--- src/rtl/string_packer.sv ---
// Packs a stream of 7-bit character codes into an 11-character, 77-bit string.
// Optional inter-character timeout is compiled in when STRING_PACKER_TIMEOUT_EN is defined.
module string_packer #(
   parameter int unsigned READY_CYCLES = 4,
   parameter logic [6:0]  TERM         = 7'h0D,
   parameter int unsigned TIMEOUT      = 25000000
) (
   input  logic        clk,
   input  logic        reset,
   input  logic [6:0]  CharIn,
   input  logic        char_valid,
   output logic [0:76] String,
   output logic        ready,
   output logic        overrun
);

   typedef enum logic [1:0] {IDLE, FILL, DONE} state_t;

   state_t      state_q, state_d;
   logic [0:76] work_q, work_d;
   logic [0:76] string_d;
   logic [3:0]  slot_q, slot_d;
   logic [7:0]  rdy_cnt_q, rdy_cnt_d;
   logic        ready_d;
   logic        overrun_d;
   logic        accept;
   logic        is_term;
   logic        complete;
   logic [6:0]  base;
`ifdef STRING_PACKER_TIMEOUT_EN
   logic [31:0] to_cnt_q, to_cnt_d;
`endif

   if (READY_CYCLES < 1 || READY_CYCLES > 255) begin : g_bad_ready_cycles
      $error("string_packer: READY_CYCLES must be 1..255");
   end
   if (TIMEOUT < 1) begin : g_bad_timeout
      $error("string_packer: TIMEOUT must be at least 1");
   end

   // The working buffer is zeroed when a string starts, so early completion
   // (terminator or timeout) needs no explicit padding step.
   always_comb begin
      state_d   = state_q;
      work_d    = work_q;
      slot_d    = slot_q;
      rdy_cnt_d = rdy_cnt_q;
      string_d  = String;
      ready_d   = ready;
      overrun_d = overrun;
      complete  = 1'b0;
      accept    = char_valid && (CharIn != 7'd0);
      is_term   = (CharIn == TERM);
      base      = 7'(slot_q) * 7'd7;
`ifdef STRING_PACKER_TIMEOUT_EN
      to_cnt_d  = '0;
`endif

      unique case (state_q)
         IDLE: begin
            if (accept && !is_term) begin
               work_d      = '0;
               work_d[0:6] = CharIn;
               slot_d      = 4'd1;
               state_d     = FILL;
            end
         end
         FILL: begin
            if (accept && is_term) begin
               complete = 1'b1;
            end else if (accept) begin
               work_d[base +: 7] = CharIn;
               slot_d            = slot_q + 4'd1;
               if (slot_q == 4'd10) begin
                  complete = 1'b1;
               end
            end
`ifdef STRING_PACKER_TIMEOUT_EN
            else if (to_cnt_q == 32'(TIMEOUT - 1)) begin
               complete = 1'b1;
            end else begin
               to_cnt_d = to_cnt_q + 32'd1;
            end
`endif
            if (complete) begin
               string_d  = work_d;
               ready_d   = 1'b1;
               rdy_cnt_d = 8'(READY_CYCLES - 1);
               slot_d    = 4'd0;
               state_d   = DONE;
            end
         end
         DONE: begin
            if (accept) begin
               overrun_d = 1'b1;
            end
            if (rdy_cnt_q == 8'd0) begin
               ready_d = 1'b0;
               state_d = IDLE;
            end else begin
               rdy_cnt_d = rdy_cnt_q - 8'd1;
            end
         end
         default: state_d = IDLE;
      endcase
   end

   always_ff @(posedge clk or negedge reset) begin
      if (!reset) begin
         state_q   <= IDLE;
         work_q    <= '0;
         slot_q    <= '0;
         rdy_cnt_q <= '0;
         String    <= '0;
         ready     <= 1'b0;
         overrun   <= 1'b0;
`ifdef STRING_PACKER_TIMEOUT_EN
         to_cnt_q  <= '0;
`endif
      end else begin
         state_q   <= state_d;
         work_q    <= work_d;
         slot_q    <= slot_d;
         rdy_cnt_q <= rdy_cnt_d;
         String    <= string_d;
         ready     <= ready_d;
         overrun   <= overrun_d;
`ifdef STRING_PACKER_TIMEOUT_EN
         to_cnt_q  <= to_cnt_d;
`endif
      end
   end

endmodule

--- config.mk ---
export PLATFORM = sky130hd
export DESIGN_NAME = string_packer
export DESIGN_NICKNAME = d
export VERILOG_FILES = /design/src/rtl/string_packer.sv
export SDC_FILE = /design/constraint.sdc
export NUM_CORES = 1
export LEC_CHECK = 0
export BUFFER_PORTS_ARGS = -buffer_cell sky130_fd_sc_hd__buf_4
export CORE_MARGIN = 1
export CORE_UTILIZATION = 45
export DETAILED_ROUTE_END_ITERATION = 8
export PLACE_DENSITY_LB_ADDON = 0.3
export SLEW_MARGIN = 20
export SYNTH_ARGS = -nofsm -noshare
export SYNTH_HDL_FRONTEND = slang
export SYNTH_SLANG_ARGS = --single-unit
export TNS_END_PERCENT = 30
--- constraint.sdc ---
create_clock -name clk -period 4.8 [get_ports clk]
set_input_delay 0.48 -clock clk [delete_from_list [all_inputs] [get_ports clk]]
set_output_delay 0.48 -clock clk [all_outputs]
set_load 0.05 [all_outputs]
## Yosys cells after proc, flatten, opt, wreduce, memory -nomap -nowiden

Index checks and enable logic that the tools add are counted.

| cells by class | value |
|---|---|
| multiplexer cells | 24 |
| shift-type cells | 2 |
| bitwise gates (word level) | 1 |
| add/sub/neg operators | 3 |
| $mul | 1 |
| equality and inequality tests | 10 |
| reductions and logical operators | 16 |

Operators by type and width:

| cell | number |
|---|---|
| 77-bit two-way mux | 3 |
| 77-bit one-hot mux with 2 select lines | 1 |
| 78-bit by 9-bit variable shift with 77-bit output, first input constant | 1 |
| 78-bit by 9-bit indexed part select with 77-bit output | 1 |
| 77-bit bitwise mux | 1 |
| 4-bit two-way mux | 4 |
| 8-bit two-way mux | 2 |
| 8-bit one-hot mux with 2 select lines | 1 |
| 8-bit negation with 9-bit output | 1 |
| 3-bit AND reduction | 3 |
| 8-bit zero test | 1 |
| 2-bit != test, second input constant | 4 |
| 7-bit inverter with 8-bit output | 1 |
| 4-bit one-hot mux with 2 select lines | 1 |
| 8-bit by 1-bit subtractor with 8-bit output, second input constant | 1 |
| 7-bit by 4-bit equality test with 1-bit output, second input constant | 1 |
| 4-bit by 3-bit multiplier with 7-bit output, second input constant | 1 |
| 7-bit nonzero test | 1 |
| 1-bit two-way mux | 6 |
| 2-bit two-way mux | 3 |
| 3-bit != test, second input constant | 2 |
| 2-bit one-hot mux with 3 select lines | 1 |
| 2-bit AND reduction | 3 |
| 4-bit by 1-bit adder with 4-bit output, second input constant | 1 |
| other kinds (9) | 12 |

| storage, ports and cells | value |
|---|---|
| register bits after elaboration | 170 |
| logic and storage cells | 64 |
| bits of input ports | 10 |

## Depth between registers and ports, before layout

| depth | value |
|---|---|
| depth after elaboration | 8 |
| mapped depth | 14 |
| depth with buffers taken out | 11 |

## Worst setup path before layout

Ideal clock, no wire load.

| timing path | value |
|---|---|
| path kind | reg-to-reg |
| start | reg slot_q[1] |
| end | reg String[66] in the netlist's numbering |
| slack | 1010 ps |
| clock period less this slack | 3790 ps |
| buffers on the path | 3 |
| library setup time | 120 ps |
| arrival | 3670 ps |
| data required time | 4680 ps |
| cell stages (with the launch flop) | 14 |
| cells stage by stage | dfrtp_1 fa_1 ha_1 fa_1 buf_2 nand2_1 or3_1 buf_2 a21oi_4 nor2_2 buf_2 nor4b_1 o31ai_1 a31o_2 |

| on the way | value |
|---|---|
| word-level cells in the longest chain between the ends | 7 |
| elaborated cells on any way between the ends | 14 |
| classes of those cells | 1 x add/sub; 1 x mul; 1 x eq/ne; 2 x shift; 7 x mux; 1 x bitwise; 1 x reduce/logical |

Ends and longest elaborated chain:

| element | RTL line | text |
|---|---|---|
| start, declared | 22 | `logic [3:0] slot_q, slot_d;` |
| start signal, assigned | 123 | `slot_q <= slot_d;` |
| 4-bit by 3-bit multiplier with 7-bit output | 54 | `base = 7'(slot_q) * 7'd7;` |
| 7-bit inverter with 8-bit output (not written as such) | 72 | `work_d[base +: 7] = CharIn;` |
| 8-bit negation with 9-bit output | 72 |  |
| 78-bit by 9-bit indexed part select with 77-bit output / 78-bit by 9-bit variable shift with 77-bit output (equally long branches) | 72 |  |
| 77-bit bitwise mux | 72 |  |
| 77-bit two-way mux | 71 | `end else if (accept) begin` |
| 77-bit two-way mux | 69 | `if (accept && is_term) begin` |
| end signal, assigned | 125 | `String <= string_d;` |
| end, declared | 12 | `output logic [0:76] String,` |

Parallel ways exist; a longest one is shown, timed or not. The select of a mux whose other input is x is not followed.
A chain may end at the register's enable or synchronous reset.

## Final worst setup path

| timing path | value |
|---|---|
| start | reg slot_q[1] |
| end | reg work_q[64] in the netlist's numbering |

| on the way | value |
|---|---|
| word-level cells in the longest chain between the ends | 8 |
| elaborated cells on any way between the ends | 9 |
| classes of those cells | 1 x add/sub; 1 x mul; 2 x shift; 4 x mux; 1 x bitwise |

Ends and longest elaborated chain:

| element | RTL line | text |
|---|---|---|
| 4-bit by 3-bit multiplier with 7-bit output * | 54 |  |
| 7-bit inverter with 8-bit output (not written as such) * | 72 |  |
| 8-bit negation with 9-bit output * | 72 |  |
| 78-bit by 9-bit indexed part select with 77-bit output / 78-bit by 9-bit variable shift with 77-bit output (equally long branches) | 72 |  |
| 77-bit bitwise mux * | 72 |  |
| 77-bit two-way mux * | 71 |  |
| 77-bit two-way mux * | 69 |  |
| 77-bit one-hot mux with 2 select lines * | 59 | `unique case (state_q)` |
| end signal, assigned | 122 | `work_q <= work_d;` |
| end, declared | 20 | `logic [0:76] work_q, work_d;` |

Mark *: on every way between the ends. The rest lies on a longest branch, timed or not.

==> flow_metrics.py <==
metrics = {
    "outcome": {
        "run_status": "complete, but fails checks",
        "violations": "DRC",
    },
    "timing": {
        "period_needed_ps": 4564,
        "worst_pin_slew_ps": 1051,
        "hold_viol": 0,
        "max_freq_mhz": 219.1,
        "setup_viol": 0,
        "slew_headroom_pct": 29.91,
        "rsz0062_at_grt": "false",
        "report.final.slew_viol_count": 0,
        "period_share_pct": 95.09,
        "skew_ps": 14.73,
        "finalSetupTns_ps": 0,
        "holdWs_ps": 405.1,
    },
    "worst_setup_path": {
        "path_max_fanout": 18,
        "max_stage_delay_ps": 570,
        "r2r_start": "slot_q[1]",
        "startpoint": "slot_q[1]",
        "slowest_stage": "fa_1",
        "crit_path_end_kind": "flip-flop",
        "arrival_ps": 4920,
        "worst-endpoint-required_ps": 5160,
        "critical_path_class": "flip-flop to flip-flop",
        "reg2reg_slack_ps": 240,
        "crit_chain": "fa_1 -> ha_1 -> fa_1 -> buf_4 -> nand3_1 -> nor2_1 -> nand3_1 -> o211a_2 -> o22ai_1 -> o21ai_0 -> o2bb2ai_1",
        "startpoint_type": "flip-flop",
    },
    "route": {
        "drt_iter0_markers": 830,
        "viasPerCell": 6.239,
        "drt_drc_violations_left": 5,
        "wl_per_cell_um": 21.73,
        "drt_pass1_iterations": 9,
        "via_count": 9565,
        "routed_wl_um": 33310,
        "antenna_left": 0,
    },
    "global_routing": {
        "grt_pass1_wl_um": 52300,
        "grt_overflow": 0,
        "grt_max_degree": 106,
        "track_usage_pct": 29.11,
        "antenna_found_initial": 0,
        "grt_pass1_vias": 9020,
    },
    "yosys": {
        "syn_avg_cell_area_um2": 8.706,
        "synth_enable_flop_cells": 0,
        "synth-seq-cells": 170,
        "synthAdderAreaFrac_pct": 2.744,
        "synth.distinct_cells": 79,
        "synthMuxAreaShare_pct": 7.498,
        "synth-xor-area-share_pct": 1.017,
        "syn_nets": 1203,
        "seq_area_frac_synth_pct": 41.66,
        "synth_top_family_by_area": "compound AO/OA/AOI/OAI gates",
        "synthesis.area_mm2": 0.01021,
        "synth_cells": 1173,
        "synthSimpleGateAreaFrac_pct": 20.04,
        "synthFlopType": "dfrtp_1",
        "yosys_warnings": 0,
        "synth_compound_gate_area_share_pct": 22.94,
        "synthArstFlopShare_pct": 100.0,
    },
    "final_layout": {
        "fillCellCount": 2005,
        "nets": 1270,
        "n_antenna_cell": 0,
        "area_growth_pct": 16.27,
        "drive_gt1_share_pct": 16.12,
        "final_cells": 1533,
        "layout_common_cells": "dfrtp_1 (170), nand2_1 (170), o21ai_0 (150), buf_4 (123), a21oi_1 (67)",
    },
    "clocking": {
        "cts_tree": "built",
        "cts.sinks": 170,
        "cts_htree_levels": 4,
        "clk_latency_ps": 450,
        "cts-root-buf": "clkbuf_16",
        "cts_buffer_depth": 2,
        "postCtsSetupBuffers": 0,
        "hold_buffers": 0,
        "clkTransAtPathRegs_ps": 90,
        "cts_resized": 0,
        "cts_buffers": 17,
    },
    "floorplan": {
        "std_cell_rows": 54,
        "die-area_mm2": 0.02330,
        "coreArea_mm2": 0.02203,
        "fp.dieW_um": 152.6,
        "start_util_pct": 46.36,
        "num_io_pins": 89,
        "die_h_um": 152.6,
    },
    "place": {
        "hpwl_um": 23190,
        "dp_cells": 1499,
        "io_buffers": 88,
        "gp_congestion": 1.106,
    },
    "min_path": {
        "holdCritPathClass": "input port to flip-flop",
        "min_from": "CharIn[6]",
    },
    "job": {
        "maxCapViolCount": 0,
    },
}
[worst paths after layout]
kind	to	cells past startpoint
setup / recovery	work_q[64]	11
hold / removal	work_q[0]	3
setup reg to reg	work_q[64]	11
hold reg to reg	rdy_cnt_q[0]	1
max in group asynchronous	String[14]	3
min in group asynchronous	String[1]	2
[synthesized netlist by cell type, types with 8 or more instances]
library cell	instances	area share [%]
and3_1	16	0.98
nand3_1	46	2.3
nand2b_1	10	0.61
a22o_1	13	1.1
inv_1	28	1.0
ha_1	16	2.0
nand2_1	171	6.3
nor2_1	65	2.4
a21oi_1	67	3.3
dfrtp_1	170	42
o211ai_1	8	0.59
nor3_1	29	1.4
mux2_2	11	1.2
or3_1	12	0.74
o31ai_1	13	0.96
buf_2	17	0.83
mux2i_1	56	5.5
and2_1	14	0.86
nor4_1	14	0.86
o21ai_0	150	7.4
a31oi_1	18	1.1
nor2b_1	10	0.61
clkbuf_1	55	2.0
o22ai_1	18	1.1
a32o_1	19	1.9
[metrics by stage]
stage | worst slack [ps] | utilization (%) | cell area [um2]
2_1_floorplan | 1010 | - | 10210
3_3_place_gp | 481.8 | 50.94 | 11220
3_5_place_dp | 459.7 | 50.94 | 11220
4_1_cts | 438.0 | 53.74 | 11840
5_1_grt | 56.90 | 53.91 | 11870
6_report | 235.8 | 53.91 | 11870
[per-layer routing]
layer	routed length, um	vias to the layer above	part of all wire [%]	global-route usage (%)
met3	2846	73	8.5	6.371
met2	14770	427	44	44.10
met4	1119	0	3.4	11.98
met1	14580	4633	44	40.34
li1	-	4432	-	-
met5	0	-	0	0
[cells by family after synthesis]
kind of cell,after synthesis
AOI/OAI and AO/OA,372
xor gates and xnor gates,11
adders and majority gates,20
buffers and inverters,106
DFF,170
muxes,71
and+or+nand+nor,423
[area by class of cell]
class / count / area, um2 / share of cell area (%)
Multi-Input combinational cell: 897 / 5575 / 46.95
Sequential cell: 170 / 4254 / 35.83
Timing Repair Buffer: 126 / 972.2 / 8.188
Clock buffer: 18 / 439.2 / 3.699
Tap cell: 280 / 350.3 / 2.950
Clock inverter: 14 / 177.7 / 1.496
Inverter: 28 / 105.1 / 0.8851
[state kept, by name, summed over array words and instances (netlist names)]
name       cells
overrun        1
work_q        77
slot_q         4
ready          1
rdy_cnt_q      8
state_q        2
String        77
[critical path: cells and delay by family (launching register included)]
family / cells / cell delay, ps
AOI/OAI and AO/OA: 4 / 1680
adders and majority gates: 3 / 1350
and+or+nand+nor: 3 / 700
DFF: 1 / 520
buffers and inverters: 1 / 230
Power is not shown: default switching activity piles up to over one toggle a cycle in this logic, so the estimate is an artifact.
